**src/rtl/lwram_ctrl_if.sv**
```systemverilog
// Bus bundle between the chip-select/wait block, the LWRAM controller and
// the SDRAM/BRAM port.
//   CPU side : A, DI, DO, DCE_N, DOE_N, DWE_N, DWAIT_N
//   Mem side : MEM_A, MEM_D, MEM_BE, MEM_WR, MEM_REQ, MEM_Q, MEM_RDY
//   Status   : ERR (sticky timeout flag)
// The slave modport is the controller; the master modport is its environment
// (upstream strobes plus the memory responder).
interface lwram_ctrl_if #(
  parameter int ADDR_W = 19
);
  logic [ADDR_W-1:0] A;
  logic [15:0]       DI;
  logic [15:0]       DO;
  logic              DCE_N;
  logic              DOE_N;
  logic [1:0]        DWE_N;
  logic              DWAIT_N;
  logic [ADDR_W-1:0] MEM_A;
  logic [15:0]       MEM_D;
  logic [1:0]        MEM_BE;
  logic              MEM_WR;
  logic              MEM_REQ;
  logic [15:0]       MEM_Q;
  logic              MEM_RDY;
  logic              ERR;

  modport master (
    output A, DI, DCE_N, DOE_N, DWE_N, MEM_Q, MEM_RDY,
    input  DO, DWAIT_N, MEM_A, MEM_D, MEM_BE, MEM_WR, MEM_REQ, ERR
  );

  modport slave (
    input  A, DI, DCE_N, DOE_N, DWE_N, MEM_Q, MEM_RDY,
    output DO, DWAIT_N, MEM_A, MEM_D, MEM_BE, MEM_WR, MEM_REQ, ERR
  );
endinterface

```
**src/rtl/lwram_ctrl.sv**
```systemverilog
// Low work RAM access controller.
// Turns SH-2 strobe cycles (DCE_N/DOE_N/DWE_N) into single-word
// request/ready transactions. Writes are posted through a one-deep buffer
// (or stall when POST_WR=0); reads stall the CPU via DWAIT_N until data
// returns. A request left unanswered for TIMEOUT cycles is force-completed
// and flags ERR.
// Ports:
//   CLK  - system clock
//   RST  - synchronous reset, active-high
//   bus  - lwram_ctrl_if.slave: CPU strobes/address/data, DWAIT_N, DO,
//          memory request port, ERR
module lwram_ctrl #(
  parameter int ADDR_W  = 19,
  parameter bit POST_WR = 1'b1,
  parameter int TIMEOUT = 255
) (
  input logic         CLK,
  input logic         RST,
  lwram_ctrl_if.slave bus
);

  // Counter holds 0..TIMEOUT-1; the last value is the forced-completion cycle.
  localparam int               CNT_W    = (TIMEOUT < 2) ? 1 : $clog2(TIMEOUT);
  localparam logic [CNT_W-1:0] CNT_LAST = CNT_W'(TIMEOUT - 1);

  typedef enum logic [1:0] {ST_IDLE, ST_WRITE, ST_READ} state_t;

  state_t            state_q;
  logic [CNT_W-1:0]  cnt_q;
  logic              rd_s_q, wr_s_q;
  logic              rd_s_d, wr_s_d;
  logic              wbuf_v_q;
  logic [ADDR_W-1:0] wbuf_a_q;
  logic [15:0]       wbuf_d_q;
  logic [1:0]        wbuf_be_q;
  logic              wpend_q;
  logic [ADDR_W-1:0] wpend_a_q;
  logic [15:0]       wpend_d_q;
  logic [1:0]        wpend_be_q;
  logic              rd_pend_q;
  logic [ADDR_W-1:0] rd_a_q;
  logic [15:0]       do_q;
  logic [ADDR_W-1:0] mem_a_q;
  logic [15:0]       mem_d_q;
  logic [1:0]        mem_be_q;
  logic              mem_wr_q;
  logic              mem_req_q;
  logic              err_q;

  logic rd_start, wr_start, tmo, wr_done, rd_done, buf_free;
  logic cap_pend, cap_bus, stash, wr_stall;

  assign rd_s_d   = bus.DCE_N | bus.DOE_N;
  assign wr_s_d   = bus.DCE_N | (&bus.DWE_N);
  assign rd_start = rd_s_q & ~rd_s_d;
  assign wr_start = wr_s_q & ~wr_s_d;

  assign tmo      = (cnt_q == CNT_LAST);
  assign wr_done  = (state_q == ST_WRITE) && (bus.MEM_RDY || tmo);
  assign rd_done  = (state_q == ST_READ)  && (bus.MEM_RDY || tmo);
  // The buffer can take a new write in the very cycle its current one retires.
  assign buf_free = ~wbuf_v_q | wr_done;

  // A stalled write is stashed at its start edge so the capture later does
  // not depend on the CPU still driving A/DI.
  assign cap_pend = wpend_q & buf_free;
  assign cap_bus  = ~wpend_q & wr_start & buf_free;
  assign stash    = ~wpend_q & wr_start & ~buf_free;

  // Without posting, the CPU is held for as long as its write occupies the buffer.
  assign wr_stall = wpend_q | (!POST_WR && wbuf_v_q);

  assign bus.DWAIT_N = ~(rd_pend_q | wr_stall);
  assign bus.DO      = do_q;
  assign bus.MEM_A   = mem_a_q;
  assign bus.MEM_D   = mem_d_q;
  assign bus.MEM_BE  = mem_be_q;
  assign bus.MEM_WR  = mem_wr_q;
  assign bus.MEM_REQ = mem_req_q;
  assign bus.ERR     = err_q;

  // Buffer/address holding registers: pure data, no reset needed.
  always_ff @(posedge CLK) begin
    if (cap_pend) begin
      wbuf_a_q  <= wpend_a_q;
      wbuf_d_q  <= wpend_d_q;
      wbuf_be_q <= wpend_be_q;
    end else if (cap_bus) begin
      wbuf_a_q  <= bus.A;
      wbuf_d_q  <= bus.DI;
      wbuf_be_q <= ~bus.DWE_N;
    end
    if (stash) begin
      wpend_a_q  <= bus.A;
      wpend_d_q  <= bus.DI;
      wpend_be_q <= ~bus.DWE_N;
    end
    if (rd_start) begin
      rd_a_q <= bus.A;
    end
  end

  // Strobe edge detect, buffer/read flags and the memory-side FSM.
  always_ff @(posedge CLK) begin
    if (RST) begin
      rd_s_q    <= 1'b1;
      wr_s_q    <= 1'b1;
      wbuf_v_q  <= 1'b0;
      wpend_q   <= 1'b0;
      rd_pend_q <= 1'b0;
      state_q   <= ST_IDLE;
      cnt_q     <= '0;
      do_q      <= 16'h0000;
      mem_a_q   <= '0;
      mem_d_q   <= 16'h0000;
      mem_be_q  <= 2'b00;
      mem_wr_q  <= 1'b0;
      mem_req_q <= 1'b0;
      err_q     <= 1'b0;
    end else begin
      rd_s_q <= rd_s_d;
      wr_s_q <= wr_s_d;

      if (wr_done) begin
        wbuf_v_q <= 1'b0;
      end
      if (cap_pend || cap_bus) begin
        wbuf_v_q <= 1'b1;
      end
      if (cap_pend) begin
        wpend_q <= 1'b0;
      end else if (stash) begin
        wpend_q <= 1'b1;
      end

      if (rd_start) begin
        rd_pend_q <= 1'b1;
      end else if (rd_done) begin
        rd_pend_q <= 1'b0;
      end

      case (state_q)
        ST_IDLE: begin
          cnt_q <= '0;
          // Buffered write goes first so a following read observes it.
          if (wbuf_v_q) begin
            state_q   <= ST_WRITE;
            mem_req_q <= 1'b1;
            mem_wr_q  <= 1'b1;
            mem_a_q   <= wbuf_a_q;
            mem_d_q   <= wbuf_d_q;
            mem_be_q  <= wbuf_be_q;
          end else if (rd_pend_q) begin
            state_q   <= ST_READ;
            mem_req_q <= 1'b1;
            mem_wr_q  <= 1'b0;
            mem_a_q   <= rd_a_q;
            mem_be_q  <= 2'b11;
          end
        end
        ST_WRITE: begin
          if (wr_done) begin
            state_q   <= ST_IDLE;
            mem_req_q <= 1'b0;
            if (!bus.MEM_RDY) begin
              err_q <= 1'b1;
            end
          end else begin
            cnt_q <= cnt_q + 1'b1;
          end
        end
        ST_READ: begin
          if (rd_done) begin
            state_q   <= ST_IDLE;
            mem_req_q <= 1'b0;
            if (bus.MEM_RDY) begin
              do_q <= bus.MEM_Q;
            end else begin
              do_q  <= 16'hFFFF;
              err_q <= 1'b1;
            end
          end else begin
            cnt_q <= cnt_q + 1'b1;
          end
        end
        default: begin
          state_q   <= ST_IDLE;
          mem_req_q <= 1'b0;
        end
      endcase
    end
  end

endmodule

```
**src/flat_wrapper.sv**
```systemverilog
// flat-port wrapper written by rule: the top's interface ports become plain ports
module lwram_ctrl_flat 
#(
  parameter int ADDR_W  = 19,
  parameter bit POST_WR = 1'b1,
  parameter int TIMEOUT = 255
)
  (CLK, RST, bus_A, bus_DI, bus_DCE_N, bus_DOE_N, bus_DWE_N, bus_MEM_Q, bus_MEM_RDY, bus_DO, bus_DWAIT_N, bus_MEM_A, bus_MEM_D, bus_MEM_BE, bus_MEM_WR, bus_MEM_REQ, bus_ERR);
  lwram_ctrl_if #(.ADDR_W(ADDR_W)) bus_i ();
  input logic CLK;
  input logic RST;
  input wire logic [$bits(bus_i.A)-1:0] bus_A;
  input wire logic [$bits(bus_i.DI)-1:0] bus_DI;
  input wire logic [$bits(bus_i.DCE_N)-1:0] bus_DCE_N;
  input wire logic [$bits(bus_i.DOE_N)-1:0] bus_DOE_N;
  input wire logic [$bits(bus_i.DWE_N)-1:0] bus_DWE_N;
  input wire logic [$bits(bus_i.MEM_Q)-1:0] bus_MEM_Q;
  input wire logic [$bits(bus_i.MEM_RDY)-1:0] bus_MEM_RDY;
  output wire logic [$bits(bus_i.DO)-1:0] bus_DO;
  output wire logic [$bits(bus_i.DWAIT_N)-1:0] bus_DWAIT_N;
  output wire logic [$bits(bus_i.MEM_A)-1:0] bus_MEM_A;
  output wire logic [$bits(bus_i.MEM_D)-1:0] bus_MEM_D;
  output wire logic [$bits(bus_i.MEM_BE)-1:0] bus_MEM_BE;
  output wire logic [$bits(bus_i.MEM_WR)-1:0] bus_MEM_WR;
  output wire logic [$bits(bus_i.MEM_REQ)-1:0] bus_MEM_REQ;
  output wire logic [$bits(bus_i.ERR)-1:0] bus_ERR;
  assign bus_i.A = bus_A;
  assign bus_i.DI = bus_DI;
  assign bus_i.DCE_N = bus_DCE_N;
  assign bus_i.DOE_N = bus_DOE_N;
  assign bus_i.DWE_N = bus_DWE_N;
  assign bus_i.MEM_Q = bus_MEM_Q;
  assign bus_i.MEM_RDY = bus_MEM_RDY;
  assign bus_DO = bus_i.DO;
  assign bus_DWAIT_N = bus_i.DWAIT_N;
  assign bus_MEM_A = bus_i.MEM_A;
  assign bus_MEM_D = bus_i.MEM_D;
  assign bus_MEM_BE = bus_i.MEM_BE;
  assign bus_MEM_WR = bus_i.MEM_WR;
  assign bus_MEM_REQ = bus_i.MEM_REQ;
  assign bus_ERR = bus_i.ERR;
  lwram_ctrl #(.ADDR_W(ADDR_W), .POST_WR(POST_WR), .TIMEOUT(TIMEOUT)) u_core (.CLK(CLK), .RST(RST), .bus(bus_i));
endmodule
```
**config.mk**
```make
export PLATFORM = sky130hd
export DESIGN_NAME = lwram_ctrl_flat
export DESIGN_NICKNAME = d
export VERILOG_FILES = /design/src/rtl/lwram_ctrl_if.sv /design/src/rtl/lwram_ctrl.sv /design/src/flat_wrapper.sv
export SDC_FILE = /design/constraint.sdc
export NUM_CORES = 1
export LEC_CHECK = 0
export BUFFER_PORTS_ARGS = -buffer_cell sky130_fd_sc_hd__buf_2
export CAP_MARGIN = 20
export CORE_MARGIN = 2
export CORE_UTILIZATION = 50
export DETAILED_ROUTE_END_ITERATION = 12
export GPL_ROUTABILITY_DRIVEN = 0
export GPL_TIMING_DRIVEN = 0
export PLACE_DENSITY = 0.76
export REMOVE_ABC_BUFFERS = 1
export SYNTH_ARGS = -nofsm -noshare
export SYNTH_HDL_FRONTEND = slang
export SYNTH_SLANG_ARGS = --single-unit
```
**constraint.sdc**
```tcl
create_clock -name CLK -period 4.1 [get_ports CLK]
set_clock_uncertainty 0.15 [all_clocks]
set_input_delay 0.82 -clock CLK [delete_from_list [all_inputs] [get_ports CLK]]
set_output_delay 0.82 -clock CLK [all_outputs]
set_load 0.03 [all_outputs]
```
==> flow_metrics.env, run 1 <==
export IMPL_p_int_uw=2910
export IMPL_crit_path_max_fanout=49
export IMPL_cp_start_kind="input port"
export IMPL_grt_pass1_wl_mm=19.1
export IMPL_switching_power_uw=978
export IMPL_rsz0062_at_grt="false"
export IMPL_synth_area_leader_cell="edfxtp_1"
export IMPL_synth_top_area_share_pct=44.4
export IMPL_finalInstanceArea_um2=7610
export IMPL_worst_pin_slew_ps=1040
export IMPL_synth_ff_type="edfxtp_1"
export IMPL_max_freq_ghz=0.352
export IMPL_worst_r2r_cell_count=4
export IMPL_dp_hpwl_mm=7.86
export IMPL_path_clk_slew_ps=60
export IMPL_syn_mean_instance_area_um2=14.0
export IMPL_p_comb_share_pct=13.1
export IMPL_synth_area_um2=6290
export IMPL_area_sequential_um2=4220
export IMPL_wire_per_inst_um=16.5
export IMPL_cts_sinks=164
export IMPL_leakage_uw=0.00307
export IMPL_status="complete, no violations"
export IMPL_drtAntennaViolNets=0
export IMPL_ys_seq_elements=164
export IMPL_hold_path_class="reg -> reg"
export IMPL_via_per_inst=5.36
export IMPL_area_growth_pct=20.9
export IMPL_die_area_um2=13500
export IMPL_pre_cts_ws_ps=849
export IMPL_numCtsBuffers=17
export IMPL_layout_drive_gt1_share_pct=36.3
export IMPL_overflow=0
export IMPL_hp_start="u_core.bus.MEM_D[13]"
export IMPL_worst_setup_path_type="in -> reg"
export IMPL_max_stage_delay_ps=820
export IMPL_swShare_pct=25.2
export IMPL_tritoncts="done"
export IMPL_hold_viol=0
export IMPL_regToRegStartpoint="u_core.wbuf_v_q"
export IMPL_final_cells=743
export IMPL_yosys_warnings=0
export IMPL_worst_r2r_endpoint="u_core.wpend_a_q[0]"
export IMPL_port_buffers=114
export IMPL_path_depth=5
export IMPL_fin_setup_tns_ps=0
export IMPL_place_area_um2=7070
export IMPL_yosys_area_share_simple_pct=6.82
export IMPL_wl_mm=12.2
export IMPL_drc=0
export IMPL_async_flop_share_pct=0
export IMPL_holdPathStages=2
export IMPL_syn_inst=448
export IMPL_rrSetupSlack_ps=1470
export IMPL_cpLargestDelayFamily="buffers and inverters"
export IMPL_dr_pass1_iters=4
export IMPL_synth_area_leaders="edfxtp_1 (44%), dfxtp_1 (23%), mux2_4 (7.2%), o221a_2 (3.2%), mux2i_1 (3.0%)"
export IMPL_synth_edff_count=93
export IMPL_fin_crit_sh_pct=69.4
export IMPL_power_density_nw_per_um2=511
export IMPL_synth_seq_area_share_pct=67.0
export IMPL_grt_antenna_before_repair=0
export IMPL_core_um2=12200
export IMPL_cp_cell_sequence="buf_2, inv_1, nand4_1, or4b_2, nand2_1"
export IMPL_grt_pass1_vias=3961
export IMPL_finalSetupViolCount=0
export IMPL_hold_slack_ps=304
export IMPL_post_cts_setup_buffers=0
export IMPL_synth_compound_area_share_pct=10.9
export IMPL_vias=3980
export IMPL_num_rows=40
export IMPL_cap_violations=0
export IMPL_first_iter_violations=237
export IMPL_initial_core_util_pct=51.7
export IMPL_post_cts_resized=0
export IMPL_die_h_um=116
export IMPL_cts_root_buffer="clkbuf_16"
export IMPL_cp_data_required_time_ps=4310
export IMPL_finalNetCount=626
export IMPL_io_pins=115
export IMPL_cts_max_level=4
export IMPL_die_x_um=116
export IMPL_pwr_share_clk_pct=37.5
export IMPL_clk_path_buf_depth=2
export IMPL_seqPwrFrac_pct=49.4
export IMPL_critPathSlowestCell="inv_1"
export IMPL_hold_buffers=0
export IMPL_synthMuxAreaShare_pct=11.4
export IMPL_n_antenna_cell=0
export IMPL_synth_top_family_by_area="multiplexers"
export IMPL_vdd_drop_max_mv=0.301
export IMPL_multiInputGateArea_um2=1940
export IMPL_clk_latency_ps=420
export IMPL_synthAdderAreaFrac_pct=1.19
export IMPL_grt_max_degree=50
export IMPL_dp_cells=711
export IMPL_grt_usage_pct=18.9
export IMPL_synthXorXnorAreaFrac_pct=0
export IMPL_timing_final_ws_setup_ps=1260
export IMPL_hold_end="u_core.bus.MEM_D[13]"
export IMPL_critPathBufInv=2
export IMPL_final_min_clock_period_ps=2840
export IMPL_worstPathArrival_ps=3050
export IMPL_report_final_slew_viol_count=0
export IMPL_ys_types=42
export IMPL_maxSlewHeadroom_pct=29.9
export IMPL_worstSetupEndpointType="flip-flop"
export IMPL_fillers=914
==> cells in the final DEF (no fill, tap or decap), types with 19 or more instances in the layout <==
cell / count
nand2_1: 46
nor2_1: 26
edfxtp_1: 93
buf_2: 114
mux2i_1: 19
clkbuf_16: 19
dfxtp_1: 70
mux2_4: 30
a211oi_1: 21
a21oi_1: 24
==> worst reg2reg max path: stages, from the launching register on <==
cell and delay (ps):
dfxtp_2 860, o311ai_4 280, nor3_2 650, buf_6 230
buf_6 150
==> stage by stage <==
| stage | total power, uW | util (%) |
|---|---|---|
| 5_1_grt | 4030 | 62.6 |
| 4_1_cts | 3920 | 62.6 |
| 3_3_place_gp | 2440 | 57.1 |
| 3_5_place_dp | 2470 | 58.1 |
| 6_report | 3890 | 62.6 |
| 2_1_floorplan | 2280 | - |
==> synthesized netlist by cell type (2+ instances only) <==
cell type / count
a21oi_1: 25
dfxtp_1: 71
a41oi_1: 2
mux2i_1: 19
buf_2: 4
clkbuf_1: 18
edfxtp_1: 93
nor2_1: 27
a211oi_1: 21
mux2_4: 30
nand3_1: 3
o221a_2: 18
o21ai_0: 8
a31oi_1: 2
buf_6: 3
o311ai_0: 4
and2_1: 2
nand2_1: 46
inv_1: 12
ha_1: 6
mux2_2: 7
nor3_1: 3
or4_1: 5
==> state kept, by name, summed over array words and instances (netlist names), 2 cells and up <==
register,flops
u_core.bus.DO,16
u_core.bus.MEM_A,19
u_core.bus.MEM_BE,2
u_core.bus.MEM_D,16
u_core.cnt_q,8
u_core.rd_a_q,19
u_core.state_q,2
u_core.wbuf_a_q,19
u_core.wbuf_be_q,2
u_core.wbuf_d_q,16
u_core.wpend_a_q,19
u_core.wpend_be_q,2
u_core.wpend_d_q,16
==> kinds of logic after synthesis <==
group           after synthesis
flops                       164
simple gates                 95
compound gates               89
mux                          56
buf+inv                      38
fa+ha+maj                     6
==> power by group through the flow <==
stage	sequential [uW]	clock, uW	combinational (uW)
after floorplan	2060	0	221
after global placement	1960	0	484
after detailed placement	1960	0	513
after CTS	1920	1480	516
after global routing	1930	1550	553
final	1920	1460	510
==> how the worst max path moves through the flow <==
stage / startpoint / end / slack (ps)
detailed placement: RST / u_core.cnt_q[5] / 850
CTS: RST / u_core.cnt_q[5] / 1310
finish: RST / u_core.cnt_q[5] / 1260
floorplan: u_core.wbuf_v_q / u_core.wpend_a_q[0] / -450
global route: RST / u_core.cnt_q[5] / 1120
global placement: u_core.wbuf_v_q / u_core.wpend_a_q[5] / -2440
==> area by class of cell <==
cell class                      count  share of cell area (%)
Clock buffer                       29                    6.89
Clock inverter                      3                   0.247
Inverter                           12                   0.592
Multi-Input combinational cell    246                    25.5
Sequential cell                   164                    55.4
Tap cell                          168                    2.76
Timing Repair Buffer              121                    8.65
==> metal layers <==
layer | vias up | routed length, um | global-route usage (%)
met2 | 122 | 6030 | 32.7
met3 | 23 | 646 | 5.55
li1 | 1916 | - | -
met1 | 1919 | 5300 | 22.2
met4 | 0 | 273 | 8.10
met5 | - | 0 | 0
Note: power is estimated with default switching activity, not from simulation.
==> run 2, diff against run 1 <==
==> constraint.sdc (replaced) <==
create_clock -name CLK -period 2.59 [get_ports CLK]
set_clock_uncertainty 0.15 [all_clocks]
set_input_delay 0.518 -clock CLK [delete_from_list [all_inputs] [get_ports CLK]]
set_output_delay 0.518 -clock CLK [all_outputs]
set_load 0.03 [all_outputs]
==> run 2 against run 1 <==
Net effect: die area is the same; routed wire length grew 1.0%; critical endpoint is now u_core.wbuf_d_q[6]; combinational power grew 60%; setup slack lost 1100 ps; register-to-register slack lost 1400 ps; final area grew 0.54%.
==> flow_metrics.env, run 2 (synthesis results as in run 1) <==
export IMPL_cp_cell_sequence="inv_1, ha_1, nand4_2, o311ai_4, nand2_8, mux2_4"
export IMPL_cp_start_kind="flip-flop"
export IMPL_num_rows=40
export IMPL_rsz0062_at_grt="false"
export IMPL_dp_hpwl_mm=7.86
export IMPL_hold_path_class="in -> reg"
export IMPL_timing_final_ws_setup_ps=112
export IMPL_cpLargestDelayFamily="compound AO/OA/AOI/OAI gates"
export IMPL_grt_antenna_before_repair=0
export IMPL_die_x_um=116
export IMPL_die_area_um2=13500
export IMPL_fillers=912
export IMPL_tritoncts="done"
export IMPL_critPathBufInv=1
export IMPL_drc=0
export IMPL_worstPathArrival_ps=2490
export IMPL_finalSetupViolCount=0
export IMPL_clk_path_buf_depth=2
export IMPL_worst_pin_slew_ps=1060
export IMPL_hold_slack_ps=135
export IMPL_crit_path_max_fanout=37
export IMPL_cts_max_level=4
export IMPL_cap_violations=0
export IMPL_power_density_nw_per_um2=805
export IMPL_worst_setup_path_type="reg -> reg"
export IMPL_status="complete, no violations"
export IMPL_grt_usage_pct=19.0
export IMPL_mostFrequentLayoutCells="buf_2 (114), edfxtp_1 (93), dfxtp_1 (70)"
export IMPL_max_stage_delay_ps=530
export IMPL_grt_max_degree=50
export IMPL_max_freq_ghz=0.404
export IMPL_swShare_pct=25.2
export IMPL_pwr_share_clk_pct=37.4
export IMPL_fin_setup_tns_ps=0
export IMPL_via_per_inst=5.33
export IMPL_clk_latency_ps=420
export IMPL_pre_cts_ws_ps=-359
export IMPL_p_int_uw=4610
export IMPL_hold_viol=0
export IMPL_critPathSlowestCell="o311ai_4"
export IMPL_grt_pass1_vias=3967
export IMPL_report_final_slew_viol_count=0
export IMPL_cp_data_required_time_ps=2610
export IMPL_switching_power_uw=1550
export IMPL_cts_sinks=164
export IMPL_final_min_clock_period_ps=2480
export IMPL_final_common_cell="buf_2"
export IMPL_first_iter_violations=231
export IMPL_leakage_uw=0.00307
export IMPL_port_buffers=114
export IMPL_grt_pass1_wl_mm=19.1
export IMPL_fin_util_pct=62.9
export IMPL_die_h_um=116
export IMPL_dr_pass1_iters=6
export IMPL_n_antenna_cell=0
export IMPL_path_clk_slew_ps=60
export IMPL_wl_mm=12.4
export IMPL_wire_per_inst_um=16.6
export IMPL_fin_crit_sh_pct=95.7
export IMPL_cts_root_buffer="clkbuf_16"
export IMPL_overflow=0
export IMPL_finalNetCount=629
export IMPL_vias=3973
export IMPL_numCtsBuffers=17
export IMPL_vdd_drop_max_mv=0.477
export IMPL_core_um2=12200
export IMPL_drtAntennaViolNets=0
export IMPL_io_pins=115
export IMPL_seqPwrFrac_pct=49.3
export IMPL_initial_core_util_pct=51.7
export IMPL_area_growth_pct=21.6
export IMPL_p_comb_share_pct=13.3
export IMPL_layout_drive_gt1_share_pct=36.9
export IMPL_maxSlewHeadroom_pct=29.0
export IMPL_worstSetupEndpointType="flip-flop"
[run 2: changes by cell type in the layout (fill, tap and decap cells not counted), sizes merged]
cell / change
buf: +2
clkinvlp: +2
inv: -1
[run 2: worst paths after layout]
check,from,endpoint,slack (ps),depth (start not counted)
worst max register to register,u_core.cnt_q[0],u_core.wbuf_d_q[6],110,6
worst min-delay path,bus_DI[1],u_core.wpend_d_q[1],140,1
worst min register to register,u_core.bus.MEM_D[3],u_core.bus.MEM_D[3],300,2
worst max-delay path,u_core.cnt_q[0],u_core.wbuf_d_q[6],110,6
[run 2: what timing repair did]
item | CTS | global route
hold buffers | 0 | 0
endpoints found under the setup margin | 22 | 76
gates cloned | 0 | 1
pin swaps | 0 | 1
endpoints found under the hold margin | 0 | 0
gates resized for setup | 1 | 3
setup buffers | 0 | 2
[run 2: area by class of cell]
type                       instances  area (um^2)  area share [%]
multi-input combinational        246         1950            25.5
clock inverter                     3         18.8           0.245
sequential                       164         4220            55.1
clock buffer                      29          524            6.85
timing repair inverter             1         5.00          0.0654
inverter                          12         48.8           0.638
timing repair buffer             123          673            8.80
tap                              168          210            2.75
[run 2: metrics by stage]
step                total power [uW]  instance area (um^2)  instances
global route                    6390                  7650        746
detailed placement              3910                  7070        711
CTS                             6200                  7610        743
floorplan                       3610                  6170        422
finish                          6160                  7650        746
global placement                3860                  6950        704
[run 2: power by group through the flow]
stage / Combinational, uW / Clock (uW) / Sequential, uW
final: 817 / 2300 / 3040
after floorplan: 350 / 0 / 3260
after CTS: 815 / 2350 / 3040
after detailed placement: 812 / 0 / 3100
after global placement: 766 / 0 / 3100
after global routing: 883 / 2450 / 3060
[run 2: worst register-to-register path, cell delays in order (launching register included)]
cell and delay (ps):
dfxtp_1 340, inv_1 80, ha_1 190, nand4_2 170
o311ai_4 540, nand2_8 350, mux2_4 410
[run 2: metal layers]
metal	vias up	global-route usage (%)	wire, um
li1	1920	-	-
met1	1907	22.1	5300
met2	122	32.7	6120
met3	24	5.55	662
met4	0	8.10	282
met5	-	0	0
